===== config.mk =====
export PLATFORM = sky130hd
export DESIGN_NAME = ahb_sram_ctrl
export DESIGN_NICKNAME = d
export VERILOG_FILES = /design/src/rtl/ahb_sram_ctrl.sv
export SDC_FILE = /design/constraint.sdc
export NUM_CORES = 1
export LEC_CHECK = 0
export CAP_MARGIN = 5
export CORE_UTILIZATION = 30
export CTS_CLUSTER_DIAMETER = 30
export DETAILED_ROUTE_END_ITERATION = 10
export GPL_ROUTABILITY_DRIVEN = 0
export PLACE_DENSITY = 0.67
export SLEW_MARGIN = 20
export SYNTH_ARGS = -nofsm -noshare
export SYNTH_HDL_FRONTEND = slang
export SYNTH_SLANG_ARGS = --single-unit

===== constraint.sdc =====
create_clock -name clk -period 2.2 [get_ports clk]
set_clock_uncertainty 0.2 [all_clocks]
set_input_delay 0.33 -clock clk [delete_from_list [all_inputs] [get_ports clk]]
set_output_delay 0.33 -clock clk [all_outputs]
set_load 0.005 [all_outputs]

===== src/rtl/ahb_sram_ctrl.sv =====
// ---------------------------------------------------------------------------------------------
// ahb_sram_ctrl
//
// AHB-Lite slave bridging to a 2^AWIDTH x 32-bit SRAM built from four byte-wide banks with
// combinational read data. Supports byte, halfword and word transfers. Misaligned or
// oversized transfers get the two-cycle ERROR response and never touch the SRAM.
//
// Build option:
//   AHB_SRAM_RDATA_REG_EN  defined   -> read data registered, one wait state per read (RWAIT)
//                          undefined -> read data passed through combinationally, no waits
//
// Ports:
//   clk, rst            clock and synchronous active-high reset
//   hsel_i .. hready_i  AHB-Lite slave-side request signals
//   hreadyout_o         slave ready (low during RWAIT and the first ERROR cycle)
//   hresp_o             0 = OKAY, 1 = ERROR
//   hrdata_o            read data, holds its value outside read data phases
//   sram_cen_o          per-lane chip enable, active-low
//   sram_wen_o          per-lane write enable, active-low
//   sram_addr_o         word address (haddr[AWIDTH+1:2]), holds when idle
//   sram_wdata_o        write data, lane n on bits [8n+7:8n]
//   sram_rdata_i        combinational read data from the banks
// ---------------------------------------------------------------------------------------------
module ahb_sram_ctrl #(
  parameter int unsigned AWIDTH = 13
) (
  input  logic              clk,
  input  logic              rst,
  // AHB-Lite slave side
  input  logic              hsel_i,
  input  logic [31:0]       haddr_i,
  input  logic [1:0]        htrans_i,
  input  logic              hwrite_i,
  input  logic [2:0]        hsize_i,
  input  logic [31:0]       hwdata_i,
  input  logic              hready_i,
  output logic              hreadyout_o,
  output logic              hresp_o,
  output logic [31:0]       hrdata_o,
  // SRAM side
  output logic [3:0]        sram_cen_o,
  output logic [3:0]        sram_wen_o,
  output logic [AWIDTH-1:0] sram_addr_o,
  output logic [31:0]       sram_wdata_o,
  input  logic [31:0]       sram_rdata_i
);

`ifdef AHB_SRAM_RDATA_REG_EN
  localparam bit RdataReg = 1'b1;
`else
  localparam bit RdataReg = 1'b0;
`endif

  typedef enum logic [2:0] {
    StIdle,
    StAccess,
    StRwait,
    StErr1,
    StErr2
  } state_e;

  state_e state_q, state_d;

  // Data-phase registers, loaded when an address phase is accepted.
  logic [AWIDTH+1:0] addr_q, addr_d;
  logic              hwrite_q, hwrite_d;
  logic [2:0]        hsize_q, hsize_d;

  logic [31:0]       hrdata_q;
  logic              start;
  logic              illegal;
  logic [3:0]        lane_mask;

  // Address bits above the SRAM range and htrans[0] (SEQ vs NONSEQ) carry no meaning here.
  logic unused_inputs;
  assign unused_inputs = ^{haddr_i[31:AWIDTH+2], htrans_i[0]};

  // ------------------------------------------------------------------------------------------
  // Address-phase decode
  // ------------------------------------------------------------------------------------------
  // hreadyout_o depends only on state_q, so it is safe to use here without a loop.
  assign start = hsel_i & htrans_i[1] & hready_i & hreadyout_o;

  assign illegal = (hsize_i > 3'd2)
                 | ((hsize_i == 3'd1) & haddr_i[0])
                 | ((hsize_i == 3'd2) & (haddr_i[1:0] != 2'b00));

  always_comb begin
    addr_d   = addr_q;
    hwrite_d = hwrite_q;
    hsize_d  = hsize_q;
    if (start) begin
      addr_d   = haddr_i[AWIDTH+1:0];
      hwrite_d = hwrite_i;
      hsize_d  = hsize_i;
    end
  end

  always_ff @(posedge clk) begin
    if (rst) begin
      addr_q   <= '0;
      hwrite_q <= 1'b0;
      hsize_q  <= 3'd0;
    end else begin
      addr_q   <= addr_d;
      hwrite_q <= hwrite_d;
      hsize_q  <= hsize_d;
    end
  end

  // ------------------------------------------------------------------------------------------
  // FSM: state register
  // ------------------------------------------------------------------------------------------
  always_ff @(posedge clk) begin
    if (rst) begin
      state_q <= StIdle;
    end else begin
      state_q <= state_d;
    end
  end

  // ------------------------------------------------------------------------------------------
  // FSM: next state
  // ------------------------------------------------------------------------------------------
  // StErr2 drives hreadyout high, so a pipelined address phase is taken there as well.
  always_comb begin
    state_d = state_q;
    unique case (state_q)
      StIdle, StAccess, StErr2: begin
        if (start) begin
          if (illegal) begin
            state_d = StErr1;
          end else if (!hwrite_i && RdataReg) begin
            state_d = StRwait;
          end else begin
            state_d = StAccess;
          end
        end else begin
          state_d = StIdle;
        end
      end
      StRwait: state_d = StAccess;
      StErr1:  state_d = StErr2;
      default: state_d = StIdle;
    endcase
  end

  // ------------------------------------------------------------------------------------------
  // Byte-lane mask from the registered size and low address bits
  // ------------------------------------------------------------------------------------------
  always_comb begin
    lane_mask = 4'h0;
    case (hsize_q)
      3'd0:    lane_mask = 4'b0001 << addr_q[1:0];
      3'd1:    lane_mask = addr_q[1] ? 4'b1100 : 4'b0011;
      3'd2:    lane_mask = 4'b1111;
      default: lane_mask = 4'h0;
    endcase
  end

  // ------------------------------------------------------------------------------------------
  // FSM: outputs
  // ------------------------------------------------------------------------------------------
  always_comb begin
    hreadyout_o = 1'b1;
    hresp_o     = 1'b0;
    sram_cen_o  = 4'hF;
    sram_wen_o  = 4'hF;
    unique case (state_q)
      StAccess: begin
        if (hwrite_q) begin
          sram_cen_o = ~lane_mask;
          sram_wen_o = ~lane_mask;
        end else if (!RdataReg) begin
          // With registered read data the SRAM was already read in StRwait.
          sram_cen_o = 4'h0;
        end
      end
      StRwait: begin
        hreadyout_o = 1'b0;
        sram_cen_o  = 4'h0;
      end
      StErr1: begin
        hreadyout_o = 1'b0;
        hresp_o     = 1'b1;
      end
      StErr2: begin
        hresp_o = 1'b1;
      end
      default: ;
    endcase
    // A reset arriving during a write data phase must not let the write commit at that edge.
    if (rst) begin
      sram_cen_o = 4'hF;
      sram_wen_o = 4'hF;
    end
  end

  assign sram_addr_o  = addr_q[AWIDTH+1:2];
  assign sram_wdata_o = hwdata_i;

  // ------------------------------------------------------------------------------------------
  // Read data path
  // ------------------------------------------------------------------------------------------
`ifdef AHB_SRAM_RDATA_REG_EN
  always_ff @(posedge clk) begin
    if (rst) begin
      hrdata_q <= 32'h0;
    end else if (state_q == StRwait) begin
      hrdata_q <= sram_rdata_i;
    end
  end

  assign hrdata_o = hrdata_q;
`else
  logic rd_phase;
  assign rd_phase = (state_q == StAccess) && !hwrite_q;

  // Capture the last read word so hrdata_o holds it once the data phase ends.
  always_ff @(posedge clk) begin
    if (rst) begin
      hrdata_q <= 32'h0;
    end else if (rd_phase) begin
      hrdata_q <= sram_rdata_i;
    end
  end

  assign hrdata_o = rd_phase ? sram_rdata_i : hrdata_q;
`endif

endmodule

==> results.toml <==
[synth]
synth_top_family_by_area = "simple AND/OR/NAND/NOR gates"
synth_mux_area_frac = 0.166
synthAdderAreaFrac = 0
synth_edf_count = 0
ys.flop_type = "dfxtp_1"
ys_ff_latch = 54
synth-xor-area-share = 0.00308
async_flop_share = 0
yosysTopAreaCellShare = 0.380
yosys.area_share.simple = 0.197
synth_common_cells = "54 x dfxtp_1, 45 x buf_4, 30 x and2b_1, 30 x mux2_4, 28 x o21ai_0"
synth_nets = 384
yosysWarnings = 0
avgSynthCellArea_um2 = 10.2
ys_seq_area_frac = 0.380
synth_area_um2 = 2850
synth_area_leader_cell = "dfxtp_1"
synth_compound_area_frac = 0.102
yosysMostFrequentCell = "dfxtp_1"
syn_inst = 278
ys_types = 33
ys_top_cells_by_area = "dfxtp_1 38%, mux2_4 16%, buf_4 12%"

[power]
report.power.total_w = 0.00219
seqPwrFrac = 0.471
power.density_nw_per_um2 = 521
switching_share = 0.225
ir_drop_v = 0.000251
leakagePower_nw = 1.76
switchingPower_w = 0.000494
intPower_w = 0.00170
p_comb_frac = 0.228
clockPowerShare = 0.301

[clock_tree]
cts.path.max_buffers = 2
htree_levels = 2
cts_tree = "yes"
cts_sinks = 54
ctsHoldBuffers = 0
clk_latency_ps = 300
path_clk_slew_ps = 100
cts_buffers = 5
root_buffer = "clkbuf_8"

[placed_design]
io_buffers = 110
dp_hpwl_mm = 4.19
preCtsSetupSlack_ps = -112

[global_route]
grt_pass1_wl_mm = 10.9
antenna_found_initial = 0
grt_max_degree = 51
first_global_vias = 2235
grt_remaining_overflow = 0
grt_usage = 0.137

[route]
detail-route-antenna-nets = 0
vias = 2239
via_per_inst = 4.68
route.detailed.drc = 0
first_pass_iters = 4
drtIter0Drc = 34
routed_wl_mm = 6.70
post_drt_wl_per_cell_um = 14.0

[worst_setup_path]
arrival_ps = 1830
required_ps = 1670
crit_type = "register to output pin"
crit_fanout = 7
cp-end-kind = "output pin"
startpoint_type = "register"

[sta]
min_period_ps = 2360
period_share = 1.07
setup_violations = 32
grt_setup_unrepaired = "true"
finalHoldViolCount = 0
drv_slew = 0
tightest_slew_ps = 463
slew_headroom = 0.692
fin_ws_ps = -156
timing.fmax_ghz = 0.424

[die]
dieWidth_um = 99.4
rows = 35
die_h_um = 99.4
die_area_um2 = 9880
initial_core_util = 0.309
core_um2 = 9200
io_pins = 193

[worst_hold_path]
hold_class = "input pin to register"

[flow_run]
drv_cap = 0

[final_layout]
synthToLayoutAreaGrowth_pct = 47.8
layout.nets = 472
layout-drive-gt1-share = 0.365
num_antenna_cells = 0

[outcome]
violations = "setup timing"
status = "complete, but fails checks"
==> cells in the final DEF, fill, tap and decap left out, types with 2 or more instances in the layout <==
cell type        netlist  routed
a21o_1                 2       2
a21oi_1               20      20
and2b_1               30      30
buf_12                 0       3
buf_2                  0       2
buf_4                 45      21
buf_6                  3      38
buf_8                  0       2
clkbuf_8               0       5
clkdlybuf4s15_1        0       5
clkdlybuf4s50_1        0      68
dfxtp_1               54      51
dfxtp_2                0       3
mux2_4                30      32
nor2_1                 4       4
nor2b_1                5       5
nor4_1                 2       2
o21ai_0               28      24
o21ai_1                0       3
or3_1                  2       2
or3b_1                 2       2
or3b_2                17      17
==> worst max-delay path, stage by stage, from the launching register on <==
cell and delay [ps]:
dfxtp_2 340, nor4b_4 330, buf_6 180, buf_16 140, buf_8 110, mux2_4 300, buf_6 120
==> flip-flops by register name (all words and copies together), names as in the netlist <==
signal	cells
hwrite_q	1
addr_q	15
state_q	3
hrdata_q	32
hsize_q	3
==> final cells by class <==
cell class              instances  area [µm²]
clock buffers                   6        72.6
repair buffers                144        1480
clock inverters                 2        37.5
fillers                       868        4990
flip-flops and latches         54        1080
well taps                     111         139
multi-input cells             160        1390
inverters                       1        3.75
==> metrics by stage <==
step / TNS (ps) / utilization / instance area, µm² / instances / hold slack (ps)
6_report: -2210 / 0.457 / 4210 / 478 / 196
5_1_grt: -5520 / 0.457 / 4210 / 478 / 194
4_1_cts: -4150 / 0.460 / 4230 / 477 / 187
3_5_place_dp: -2550 / 0.412 / 3780 / 452 / 268
3_3_place_gp: -1720 / 0.412 / 3780 / 452 / 261
2_1_floorplan: 0 / - / 2850 / 278 / 254
==> repair_timing <==
action                     4_1_cts  5_1_grt
setup endpoints to repair       42       42
gates cloned                     4        0
resized for setup              195       10
setup buffers                   13        3
pin swaps                        2        3
==> worst paths after layout <==
check        startpoint           end  slack (ps)  cells past startpoint
max            hwrite_q  hrdata_o[29]        -160                      6
min reg2reg   addr_q[4]     addr_q[4]         280                      2
min                 rst    hsize_q[0]         200                      3
max reg2reg    hwrite_q   hrdata_q[7]         260                      7
==> cells by family after synthesis <==
| logic type | after synthesis |
|---|---|
| xor gates and xnor gates | 1 |
| buffers and inverters | 64 |
| DFF | 54 |
| muxes | 32 |
| AOI/OAI and AO/OA | 54 |
| and+or+nand+nor | 73 |
==> power groups by stage <==
| stage | clock network, W | logic (W) | registers, W |
|---|---|---|---|
| final | 0.000659 | 0.000499 | 0.00103 |
| after global routing | 0.000732 | 0.000536 | 0.00104 |
| after CTS | 0.000690 | 0.000509 | 0.00103 |
| after detailed placement | 0 | 0.000427 | 0.00105 |
| after global placement | 0 | 0.000420 | 0.00105 |
| after floorplan | 0 | 0.000246 | 0.00105 |
==> layer usage <==
metal,vias to the layer above,GRT usage,share of wire
li1,1083,-,-
met1,1047,0.169,0.45
met2,103,0.234,0.46
met3,6,0.0436,0.084
met4,0,0.0294,0.0054
met5,-,0,0
(Power assumes the default switching activity.)
